===== src/rtl/fetch_stage_pkg.sv =====
// -----------------------------------------------------------------------------
// fetch_stage_pkg
//   Shared definitions for the instruction-fetch stage: instruction width, the
//   canonical NOP, the default reset PC and the RUN/DISCARD state encoding.
//   No ports.
// -----------------------------------------------------------------------------
package fetch_stage_pkg;

  localparam int          INSTR_WIDTH      = 32;
  localparam logic [31:0] NOP_INSTR        = 32'h0000_0013;  // addi x0, x0, 0
  localparam logic [63:0] RESET_PC_DEFAULT = 64'h0;

  typedef enum logic [0:0] {
    ST_RUN     = 1'b0,
    ST_DISCARD = 1'b1
  } fetch_state_e;

endpackage : fetch_stage_pkg


===== src/rtl/fetch_fifo.sv =====
// -----------------------------------------------------------------------------
// fetch_fifo
//   Small synchronous FIFO used by the fetch stage for the in-flight PC queue
//   and for the returned {pc, instr} buffer.
//   Ports:
//     clk, rst        clock, synchronous active-low reset
//     clear           drop all entries (dominates push/pop)
//     push, push_data write an entry (accepted when not full, or full with pop)
//     pop             remove the head entry (ignored when empty)
//     head            head entry, valid only when !empty
//     count           number of stored entries
//     full, empty     occupancy flags
// -----------------------------------------------------------------------------
module fetch_fifo #(
  parameter int WIDTH = 8,
  parameter int DEPTH = 2,
  localparam int CNT_W = $clog2(DEPTH) + 1
) (
  input  logic             clk,
  input  logic             rst,
  input  logic             clear,
  input  logic             push,
  input  logic [WIDTH-1:0] push_data,
  input  logic             pop,
  output logic [WIDTH-1:0] head,
  output logic [CNT_W-1:0] count,
  output logic             full,
  output logic             empty
);

  localparam int PTR_W = $clog2(DEPTH);

  logic [WIDTH-1:0] mem_r [DEPTH];
  logic [PTR_W-1:0] wr_ptr_r;
  logic [PTR_W-1:0] rd_ptr_r;
  logic [CNT_W-1:0] count_r;
  logic             do_push_s;
  logic             do_pop_s;

  assign full      = (count_r == CNT_W'(DEPTH));
  assign empty     = (count_r == CNT_W'(0));
  assign count     = count_r;
  assign head      = mem_r[rd_ptr_r];
  // A full FIFO still accepts a push when the head leaves in the same cycle.
  assign do_push_s = push & (~full | pop);
  assign do_pop_s  = pop & ~empty;

  // Pointer and occupancy tracking.
  always_ff @(posedge clk) begin
    if (!rst || clear) begin
      wr_ptr_r <= '0;
      rd_ptr_r <= '0;
      count_r  <= '0;
    end else begin
      if (do_push_s) wr_ptr_r <= wr_ptr_r + PTR_W'(1);
      if (do_pop_s)  rd_ptr_r <= rd_ptr_r + PTR_W'(1);
      case ({do_push_s, do_pop_s})
        2'b10:   count_r <= count_r + CNT_W'(1);
        2'b01:   count_r <= count_r - CNT_W'(1);
        default: count_r <= count_r;
      endcase
    end
  end

  // Entry storage; contents are don't-care until written, so no reset.
  always_ff @(posedge clk) begin
    if (rst && !clear && do_push_s) mem_r[wr_ptr_r] <= push_data;
  end

endmodule : fetch_fifo


===== src/rtl/fetch_stage_chk.sv =====
// -----------------------------------------------------------------------------
// fetch_stage_chk
//   Assertion checker for the fetch stage queues: neither the PC queue nor the
//   response buffer may ever be pushed while full without a matching pop.
//   Ports: clk, rst and the push/pop/full/clear strobes of both queues.
// -----------------------------------------------------------------------------
module fetch_stage_chk (
  input logic clk,
  input logic rst,
  input logic clear,
  input logic buf_push,
  input logic buf_pop,
  input logic buf_full,
  input logic pcq_push,
  input logic pcq_pop,
  input logic pcq_full
);

  buf_no_overflow: assert property (@(posedge clk) disable iff (!rst || clear)
    !(buf_push && buf_full && !buf_pop));

  pcq_no_overflow: assert property (@(posedge clk) disable iff (!rst || clear)
    !(pcq_push && pcq_full && !pcq_pop));

endmodule : fetch_stage_chk


===== src/rtl/fetch_stage.sv =====
// -----------------------------------------------------------------------------
// fetch_stage
//   Instruction-fetch stage: PC generation, valid/ready instruction-memory
//   requests, in-order response buffering and the IF/ID pipeline register.
//   After a redirect, responses still in flight are discarded (DISCARD state).
//   Optional feature macro: FETCH_STATS_EN adds stat_fetched / stat_stalled.
//   Ports:
//     clk, rst                       clock, synchronous active-low reset
//     pc_stall                       suppress new requests
//     if_id_stall, flush             hold / invalidate the IF/ID register
//     redirect_valid, redirect_pc    taken branch/jump target (word aligned here)
//     imem_req_valid/ready/addr      request channel
//     imem_resp_valid/data           in-order response channel, always accepted
//     if_id_valid/pc/instr           IF/ID register towards decode
//     stat_fetched, stat_stalled     (FETCH_STATS_EN only) event counters
// -----------------------------------------------------------------------------
module fetch_stage
  import fetch_stage_pkg::*;
#(
  parameter int                   BUS_WIDTH = 64,
  parameter logic [BUS_WIDTH-1:0] RESET_PC  = BUS_WIDTH'(RESET_PC_DEFAULT),
  parameter int                   BUF_DEPTH = 2
) (
  input  logic                   clk,
  input  logic                   rst,
  input  logic                   pc_stall,
  input  logic                   if_id_stall,
  input  logic                   flush,
  input  logic                   redirect_valid,
  input  logic [BUS_WIDTH-1:0]   redirect_pc,
  output logic                   imem_req_valid,
  input  logic                   imem_req_ready,
  output logic [BUS_WIDTH-1:0]   imem_req_addr,
  input  logic                   imem_resp_valid,
  input  logic [INSTR_WIDTH-1:0] imem_resp_data,
  output logic                   if_id_valid,
  output logic [BUS_WIDTH-1:0]   if_id_pc,
  output logic [INSTR_WIDTH-1:0] if_id_instr
`ifdef FETCH_STATS_EN
  ,
  output logic [63:0]            stat_fetched,
  output logic [63:0]            stat_stalled
`endif
);

  localparam int CNT_W   = $clog2(BUF_DEPTH) + 1;
  localparam int ENTRY_W = BUS_WIDTH + INSTR_WIDTH;
  localparam logic [CNT_W:0] OCC_LIMIT = (CNT_W + 1)'(BUF_DEPTH);

  fetch_state_e         state_r;
  fetch_state_e         state_next_s;
  logic [CNT_W-1:0]     drop_cnt_r;
  logic [CNT_W-1:0]     drop_next_s;
  logic [CNT_W-1:0]     outstanding_s;
  logic [BUS_WIDTH-1:0] pc_r;

  logic                 fire_s;
  logic                 resp_take_s;
  logic                 buf_pop_s;
  logic [CNT_W:0]       occupancy_s;

  logic [BUS_WIDTH-1:0] pcq_head_s;
  logic [CNT_W-1:0]     pcq_count_s;
  logic                 pcq_full_s;
  logic                 pcq_empty_s;
  logic [ENTRY_W-1:0]   buf_head_s;
  logic [CNT_W-1:0]     buf_count_s;
  logic                 buf_full_s;
  logic                 buf_empty_s;

  // The PC queue count is the number of requests in flight while in RUN.
  fetch_fifo #(.WIDTH(BUS_WIDTH), .DEPTH(BUF_DEPTH)) u_pc_queue (
    .clk       (clk),
    .rst       (rst),
    .clear     (redirect_valid),
    .push      (fire_s),
    .push_data (pc_r),
    .pop       (resp_take_s),
    .head      (pcq_head_s),
    .count     (pcq_count_s),
    .full      (pcq_full_s),
    .empty     (pcq_empty_s)
  );

  fetch_fifo #(.WIDTH(ENTRY_W), .DEPTH(BUF_DEPTH)) u_resp_buf (
    .clk       (clk),
    .rst       (rst),
    .clear     (redirect_valid),
    .push      (resp_take_s),
    .push_data ({pcq_head_s, imem_resp_data}),
    .pop       (buf_pop_s),
    .head      (buf_head_s),
    .count     (buf_count_s),
    .full      (buf_full_s),
    .empty     (buf_empty_s)
  );

  fetch_stage_chk u_chk (
    .clk      (clk),
    .rst      (rst),
    .clear    (redirect_valid),
    .buf_push (resp_take_s),
    .buf_pop  (buf_pop_s),
    .buf_full (buf_full_s),
    .pcq_push (fire_s),
    .pcq_pop  (resp_take_s),
    .pcq_full (pcq_full_s)
  );

  assign occupancy_s   = {1'b0, pcq_count_s} + {1'b0, buf_count_s};
  assign fire_s        = imem_req_valid & imem_req_ready;
  assign resp_take_s   = imem_resp_valid & (state_r == ST_RUN) & ~pcq_empty_s;
  assign outstanding_s = (state_r == ST_RUN) ? pcq_count_s : drop_cnt_r;
  assign imem_req_addr = pc_r;

  // FSM state and discard counter register.
  always_ff @(posedge clk) begin
    if (!rst) begin
      state_r    <= ST_RUN;
      drop_cnt_r <= '0;
    end else begin
      state_r    <= state_next_s;
      drop_cnt_r <= drop_next_s;
    end
  end

  // FSM next state: a redirect re-arms the discard count from whatever is
  // still outstanding, net of a response that lands in the same cycle.
  always_comb begin
    state_next_s = state_r;
    drop_next_s  = drop_cnt_r;
    if (redirect_valid) begin
      if (imem_resp_valid && (outstanding_s != CNT_W'(0))) begin
        drop_next_s = outstanding_s - CNT_W'(1);
      end else begin
        drop_next_s = outstanding_s;
      end
      state_next_s = (drop_next_s != CNT_W'(0)) ? ST_DISCARD : ST_RUN;
    end else begin
      case (state_r)
        ST_RUN: begin
          state_next_s = ST_RUN;
          drop_next_s  = '0;
        end
        ST_DISCARD: begin
          if (drop_cnt_r == CNT_W'(0)) begin
            state_next_s = ST_RUN;
            drop_next_s  = '0;
          end else if (imem_resp_valid) begin
            drop_next_s  = drop_cnt_r - CNT_W'(1);
            state_next_s = (drop_cnt_r == CNT_W'(1)) ? ST_RUN : ST_DISCARD;
          end else begin
            drop_next_s  = drop_cnt_r;
            state_next_s = ST_DISCARD;
          end
        end
        default: begin
          state_next_s = ST_RUN;
          drop_next_s  = '0;
        end
      endcase
    end
  end

  // FSM outputs: request issue, limited so every in-flight word has a buffer slot.
  always_comb begin
    imem_req_valid = 1'b0;
    if (rst && (state_r == ST_RUN) && !pc_stall && !redirect_valid &&
        (occupancy_s < OCC_LIMIT)) begin
      imem_req_valid = 1'b1;
    end else begin
      imem_req_valid = 1'b0;
    end
  end

  // PC register: redirect target (word aligned) beats sequential advance.
  always_ff @(posedge clk) begin
    if (!rst) begin
      pc_r <= RESET_PC;
    end else if (redirect_valid) begin
      pc_r <= {redirect_pc[BUS_WIDTH-1:2], 2'b00};
    end else if (fire_s) begin
      pc_r <= pc_r + BUS_WIDTH'(4);
    end
  end

  // Buffer head moves into IF/ID only when nothing higher-priority applies.
  always_comb begin
    buf_pop_s = 1'b0;
    if (!flush && !redirect_valid && !if_id_stall && !buf_empty_s) begin
      buf_pop_s = 1'b1;
    end else begin
      buf_pop_s = 1'b0;
    end
  end

  // IF/ID pipeline register.
  always_ff @(posedge clk) begin
    if (!rst) begin
      if_id_valid <= 1'b0;
      if_id_pc    <= '0;
      if_id_instr <= NOP_INSTR;
    end else if (flush || redirect_valid) begin
      if_id_valid <= 1'b0;
      if_id_instr <= NOP_INSTR;
    end else if (if_id_stall) begin
      if_id_valid <= if_id_valid;
    end else if (!buf_empty_s) begin
      if_id_valid <= 1'b1;
      if_id_pc    <= buf_head_s[ENTRY_W-1:INSTR_WIDTH];
      if_id_instr <= buf_head_s[INSTR_WIDTH-1:0];
    end else begin
      if_id_valid <= 1'b0;
      if_id_instr <= NOP_INSTR;
    end
  end

`ifdef FETCH_STATS_EN
  // Event counters: IF/ID loads and cycles a valid instruction is held.
  always_ff @(posedge clk) begin
    if (!rst) begin
      stat_fetched <= 64'd0;
      stat_stalled <= 64'd0;
    end else begin
      if (buf_pop_s)                  stat_fetched <= stat_fetched + 64'd1;
      if (if_id_stall && if_id_valid) stat_stalled <= stat_stalled + 64'd1;
    end
  end
`else
  // Statistics counters not built.
`endif

endmodule : fetch_stage


===== config.mk =====
export PLATFORM = sky130hd
export DESIGN_NAME = fetch_stage
export DESIGN_NICKNAME = d
export VERILOG_FILES = /design/src/rtl/fetch_stage_pkg.sv /design/src/rtl/fetch_fifo.sv /design/src/rtl/fetch_stage_chk.sv /design/src/rtl/fetch_stage.sv
export SDC_FILE = /design/constraint.sdc
export NUM_CORES = 1
export LEC_CHECK = 0
export BUFFER_PORTS_ARGS = -buffer_cell sky130_fd_sc_hd__clkbuf_2
export CAP_MARGIN = 20
export CORE_ASPECT_RATIO = 1.2
export CORE_UTILIZATION = 45
export CTS_CLUSTER_DIAMETER = 40
export DETAILED_ROUTE_END_ITERATION = 8
export HOLD_SLACK_MARGIN = 0.06
export PLACE_DENSITY = 0.79
export SYNTH_ARGS = -nofsm -noshare
export SYNTH_HDL_FRONTEND = slang
export SYNTH_SLANG_ARGS = --single-unit

===== constraint.sdc =====
create_clock -name clk -period 10.78 [get_ports clk]
set_input_delay 2.156 -clock clk [delete_from_list [all_inputs] [get_ports clk]]
set_output_delay 2.156 -clock clk [all_outputs]
set_load 0.02 [all_outputs]

Word level (Yosys, flattened, before mapping)
Memory sizes are Yosys's and may differ from the RTL's. A register that Yosys moved wholly into a read port is not among the register bits.
Cells that the tools add are included.
{ "totals": {"ff_bits": 172, "latchBits": 0, "mem_bits_rw": 320, "romBits": 0, "input_bits": 104, "out_inout_bits": 162, "word_cells": 112, "mem_count": 2} }
{ "mem_list": {"columns": ["name", "words", "word_bits", "rd", "rd_clocked_by_memory_dff", "wr", "line", "source"], "rows": [
  ["u_resp_buf.mem_r", 2, 96, 1, 1, 1, "fetch_fifo.sv:33", "logic [WIDTH-1:0] mem_r [DEPTH];"],
  ["u_pc_queue.mem_r", 2, 64, 1, 1, 1, "fetch_fifo.sv:33", null]
]} }
{ "op_classes": {"addsub": 12, "multipliers": 0, "div": 0, "n_lt_le_gt_ge": 1, "eq_ne": 8, "shifts": 0, "muxes": 29, "bitwise_logic": 17, "n_reduce_logical": 30} }
{ "ops": {"columns": ["operator", "count"], "rows": [
  ["64-bit 2-to-1 mux", 2],
  ["64-bit by 3-bit adder with 64-bit output (second input constant)", 1],
  ["32-bit 2-to-1 mux", 1],
  ["1-bit 2-to-1 mux", 16],
  ["2-bit 2-to-1 mux", 6],
  ["2-bit case mux with 2 select lines", 3],
  ["1-bit logical AND", 11],
  ["2-bit nonzero test", 5],
  ["2-bit == test (second input constant)", 4],
  ["1-bit inverter", 8],
  ["2-bit by 1-bit subtractor with 2-bit output (second input constant)", 4],
  ["1-bit bitwise AND", 7],
  ["2-bit by 1-bit == test with 1-bit output (second input constant)", 3],
  ["1-bit logical NOT", 6],
  ["2-bit logical NOT", 3],
  ["1-bit adder (second input constant)", 4],
  ["2-bit by 1-bit adder with 2-bit output (second input constant)", 2],
  ["4-bit by 3-bit != test with 1-bit output (second input constant)", 1],
  ["2-bit OR reduction", 2],
  ["2-bit by 2-bit adder with 3-bit output", 1],
  ["3-bit by 2-bit less-than comparator with 1-bit output (second input constant)", 1],
  ["3-bit AND reduction", 1],
  ["1-bit logical OR", 2],
  ["1-bit bitwise OR", 2],
  ["1-bit case mux with 2 select lines", 1]
]} }

Depth between registers and ports, before layout
{ "depth": {"word_depth": 11, "mapped_depth": 11, "depth_no_buf": 9} }

Hierarchy
From an unflattened synthesis, not the netlist that was laid out.
{ "hier_totals": {"cells_unflattened": 1474, "hier_area_um2": 19251.0} }
{ "by_module_without_submodules": {"columns": ["module", "n_inst", "cells_per_inst", "area_per_inst_um2", "seq_area_each_um2"], "rows": [
  ["fetch_stage", 1, 922, 7240.7, 3243.1],
  ["fetch_fifo at u_resp_buf", 1, 326, 7171.9, 5865.6],
  ["fetch_fifo at u_pc_queue", 1, 226, 4838.4, 3943.8]
]} }

Worst setup path before layout
No wires, ideal clock.
{ "synth_path": {"path_type": "input to register", "from": "in if_id_stall", "to": "mem u_resp_buf.mem_r[0][0] (netlist bit), enable pin", "setup_time_ns": 0.662, "arrival_ns": 9.655, "required_ns": 10.118, "setup_slack_ns": 0.464, "path_stages": 4, "path_buffers": 0, "path_cell_list": "o21bai_1 > nor3_1 > o21ai_0 > nor3_1"} }
{ "synth_via": {"elab_chain_len": 9} }
{ "synth_lines": {"columns": ["item", "line", "source"], "rows": [
  ["start, declared", "fetch_stage.sv:27", "input logic if_id_stall,"],
  ["1-bit logical NOT", "fetch_stage.sv:190", "if (!flush && !redirect_valid && !if_id_stall && !buf_empty_s) begin"],
  ["1-bit logical AND (2 in a row)", "fetch_stage.sv:190", null],
  ["1-bit 2-to-1 mux", "fetch_stage.sv:190", null],
  ["1-bit bitwise OR", "fetch_fifo.sv:45", "assign do_push_s = push & (~full | pop);"],
  ["1-bit bitwise AND", "fetch_fifo.sv:45", null],
  ["1-bit logical AND", "fetch_fifo.sv:67", "if (rst && !clear && do_push_s) mem_r[wr_ptr_r] <= push_data;"],
  ["1-bit 2-to-1 mux", "fetch_fifo.sv:67", null],
  ["1-bit 2-to-1 mux (implied by the code)", "fetch_fifo.sv:67", null],
  ["end, declared", "fetch_fifo.sv:33", null]
]} }
Every way passes these cells.

Worst setup path after layout
{ "layout_path": {"from": "in pc_stall", "to": "out imem_req_valid"} }
{ "layout_via": {"elab_chain_len": 5} }
{ "layout_lines": {"columns": ["item", "line", "source"], "rows": [
  ["start, declared", "fetch_stage.sv:26", "input logic pc_stall,"],
  ["1-bit logical NOT", "fetch_stage.sv:168", "if (rst && (state_r == ST_RUN) && !pc_stall && !redirect_valid &&"],
  ["1-bit logical AND (3 in a row)", "fetch_stage.sv:168", null],
  ["1-bit 2-to-1 mux", "fetch_stage.sv:168", null],
  ["end, declared", "fetch_stage.sv:31", "output logic imem_req_valid,"]
]} }
Every way passes these cells.

==> results.json <==
{
  "status": "completed",
  "drt_iter0_drc": 1236,
  "yosysWarnings": 0,
  "cts_resized": 0,
  "start_util_pct": 45.7,
  "critPathTopFamily": "simple AND/OR/NAND/NOR gates",
  "dieWidth_um": 190,
  "synth_edf_count": 312,
  "route.met3.wl_um": 3630,
  "crit_top_cell": "clkbuf_2",
  "cts_hold_buffers": 0,
  "end_kind": "output port",
  "cts_root_buf": "clkbuf_16",
  "worst-setup-path-type": "input pin to output port",
  "viasPerCell": 5.82,
  "gp_congestion": 0.892,
  "cp_slowest_cell": "or4_4",
  "finalHoldViolCount": 0,
  "fmax_mhz": 182,
  "path_cells": "clkbuf_2 -> or4_4 -> nor2_1 -> clkbuf_2",
  "clockBufferDepth": 3,
  "grt_pass1_vias": 13300,
  "finish.utilization_pct": 54.3,
  "placeableCoreArea_mm2": 0.0419,
  "layout_min_cycle_time_ns": 5.50,
  "grt_start_max_net_pins": 99,
  "final_area_mm2": 0.0227,
  "ant_nets": 0,
  "syn_area_per_cell_um2": 12.8,
  "fin_crit_sh_pct": 51.1,
  "slew_headroom_pct": 28.5,
  "synth_top_area_share_pct": 49.0,
  "p_leak_nw": 7.85,
  "die_y_um": 228,
  "drc": 0,
  "synthTopCellsByArea": "edfxtp_1, dfxtp_1, mux2i_1",
  "syn_area_mm2": 0.0191,
  "insertion_delay_ns": 0.57,
  "drt_pre_antenna_iters": 5,
  "drt-total-wl_um": 50000,
  "nets": 1846,
  "wl_per_cell_um": 21.5,
  "finalHoldWorstSlack_ns": 0.480,
  "cts_max_level": 2,
  "startpoint_type": "input pin",
  "num_vias": 13500,
  "power_density_mw_per_mm2": 175,
  "fillerInstances": 3445,
  "dp_hpwl_um": 32400,
  "hold_path.class": "register to register",
  "ys_types": 64,
  "ys_seq_area_share_pct": 66.8,
  "setup_ws_ns": 5.28,
  "rows": 82,
  "drive_gt1_share_pct": 25.7,
  "ys_seq_elements": 482,
  "arrival_ns": 3.35,
  "tightestPinTransition_ns": 1.07,
  "place_area_mm2": 0.0210,
  "dr_wl_met2_um": 24500,
  "area_growth_pct": 19.0,
  "max-vdd-ir-drop_uv": 119,
  "io_buffers": 259,
  "cp_max_fo": 13,
  "synth_flop_cell": "edfxtp_1",
  "highest_layer": "met4",
  "maxCapViolations": 0,
  "clkSlewWorstSetupHoldPaths_ns": 0.06,
  "cts_setup_buffers": 0,
  "drv_slew": 0,
  "tritoncts": "yes",
  "grtUsageTotal_pct": 22.7,
  "die_area_mm2": 0.0433,
  "postSynth.asyncResetShare_pct": 0,
  "rsz0062_at_grt": "no",
  "tns_ns": 0,
  "cts_buffers": 49,
  "syn_inst": 1492,
  "synth_top_area_cell": "edfxtp_1",
  "cp.required_ns": 8.62,
  "antenna_found_initial": 1,
  "grt-ovfl-total": 0,
  "place_ws_ns": 5.18,
  "setup_viol": 0,
  "max_stage_delay_ns": 0.66,
  "fin_skew_ns": 0.0242,
  "ios": 266,
  "cts_sinks": 482,
  "met1_length_um": 19500,
  "cp_num_buf_inv": 2,
  "grt_pass1_wl_um": 75600
}
## worst reg2reg max path: stages (launching register included)
cell and delay [ns]:
dfxtp_1 0.46, and2_1 0.19, fa_1 0.45, or4_4 0.65
nor2_4 0.17, nand2_1 0.14, nor2_4 0.56, buf_4 0.71
## logic make-up (layout without fill, tap and decap cells)
kind of cell | count (synthesis) | count (layout) | share of synthesized area [%]
AOI/OAI and AO/OA | 256 | 256 | 8.70
xor gates and xnor gates | 10 | 10 | 0.458
adders and majority gates | 5 | 5 | 0.367
buffers and inverters | 104 | 387 | 2.17
DFF | 482 | 482 | 66.8
muxes | 170 | 170 | 9.36
other | 1 | 5 | 0.0196
and+or+nand+nor | 464 | 464 | 12.1
## flip-flops by register name, indices dropped and copies added (netlist names), named ones only
signal / flops
drop_cnt_r: 2
if_id_valid: 1
u_pc_queue.wr_ptr_r: 1
u_pc_queue.count: 2
if_id_instr: 32
u_pc_queue.mem_r: 124
u_resp_buf.wr_ptr_r: 1
u_resp_buf.rd_ptr_r: 1
if_id_pc: 62
u_resp_buf.mem_r: 188
imem_req_addr: 62
state_r: 1
u_resp_buf.count: 2
u_pc_queue.rd_ptr_r: 1
## final timing paths
check	startpoint	end	slack (ns)	cells past startpoint
worst max-delay path	pc_stall	imem_req_valid	5.28	4
worst min-delay path	if_id_valid	if_id_valid	0.48	2
worst max register to register	u_pc_queue.count[0]	u_pc_queue.mem_r[0][15]	7.02	7
worst min register to register	if_id_valid	if_id_valid	0.48	2
## placed cells by master (no fill, tap or decap), drive strengths merged, types with 4 or more instances in the layout
| cell type | Yosys | layout |
|---|---|---|
| a211oi | 62 | 62 |
| a21oi | 61 | 61 |
| a22oi | 8 | 8 |
| a31oi | 29 | 29 |
| a32oi | 5 | 5 |
| and2 | 10 | 10 |
| and3 | 21 | 21 |
| and4 | 6 | 6 |
| buf | 14 | 26 |
| bufinv | 0 | 9 |
| clkbuf | 80 | 322 |
| clkinv | 0 | 14 |
| conb | 1 | 4 |
| dfxtp | 170 | 170 |
| edfxtp | 312 | 312 |
| ha | 4 | 4 |
| inv | 10 | 14 |
| mux2 | 70 | 70 |
| mux2i | 100 | 100 |
| nand2 | 84 | 84 |
| nand2b | 4 | 4 |
| nand3 | 55 | 55 |
| nand4 | 37 | 37 |
| nor2 | 165 | 165 |
| nor3 | 20 | 20 |
| nor4 | 15 | 15 |
| o2111ai | 4 | 4 |
| o211ai | 13 | 13 |
| o21ai | 42 | 42 |
| o22ai | 4 | 4 |
| o311ai | 6 | 6 |
| or3 | 17 | 17 |
| or4 | 17 | 17 |
| xnor2 | 7 | 7 |
## per-layer routing
layer | global-route usage, % | vias up
met2 | 38.0 | 639
li1 | - | 6180
met5 | 0 | -
met1 | 28.0 | 6556
met4 | 11.6 | 0
met3 | 4.09 | 148
## cells in the mapped netlist (all sizes together), types with 2 or more instances
| cell | count |
|---|---|
| a211oi | 62 |
| o31ai | 3 |
| or3 | 17 |
| a31oi | 29 |
| and3b | 3 |
| xor2 | 3 |
| a32oi | 5 |
| buf | 14 |
| o22ai | 4 |
| mux2i | 100 |
| ha | 4 |
| nor2 | 165 |
| nand3 | 55 |
| and2 | 10 |
| inv | 10 |
| xnor2 | 7 |
| edfxtp | 312 |
| nand4 | 37 |
| a211o | 2 |
| o2111ai | 4 |
| o21a | 3 |
| or4 | 17 |
| nor4 | 15 |
| nor3 | 20 |
| nand3b | 3 |
| a21oi | 61 |
| dfxtp | 170 |
| and3 | 21 |
| o211ai | 13 |
| nand2 | 84 |
| and4 | 6 |
| nand4b | 3 |
| o311ai | 6 |
| clkbuf | 80 |
| a221oi | 3 |
| or2 | 2 |
| mux2 | 70 |
| nand2b | 4 |
| a22oi | 8 |
| o21ai | 42 |
## per-stage QoR
step	instances	power (mW)
detailed placement	2231	2.20
floorplan	1495	2.12
global placement	2230	2.20
CTS	2323	4.01
finish	2325	3.99
global route	2325	4.09
## layout make-up
| type | count | area (um^2) | area share (%) |
|---|---|---|---|
| clock inverter | 29 | 417 | 1.83 |
| sequential | 482 | 12800 | 56.2 |
| timing repair buffer | 285 | 1510 | 6.65 |
| inverter | 10 | 38.8 | 0.171 |
| tap | 546 | 683 | 3.00 |
| antenna | 1 | 2.50 | 0.0110 |
| clock buffer | 63 | 1340 | 5.90 |
| multi-input combinational | 909 | 5970 | 26.3 |
## power breakdown
part | internal, mW | switching (mW)
logic | 0.0495 | 0.0988
registers | 1.98 | 0.0388
clock network | 1.11 | 0.713
total | 3.13 | 0.851
No activity file was read; power rests on OpenSTA's default activity.
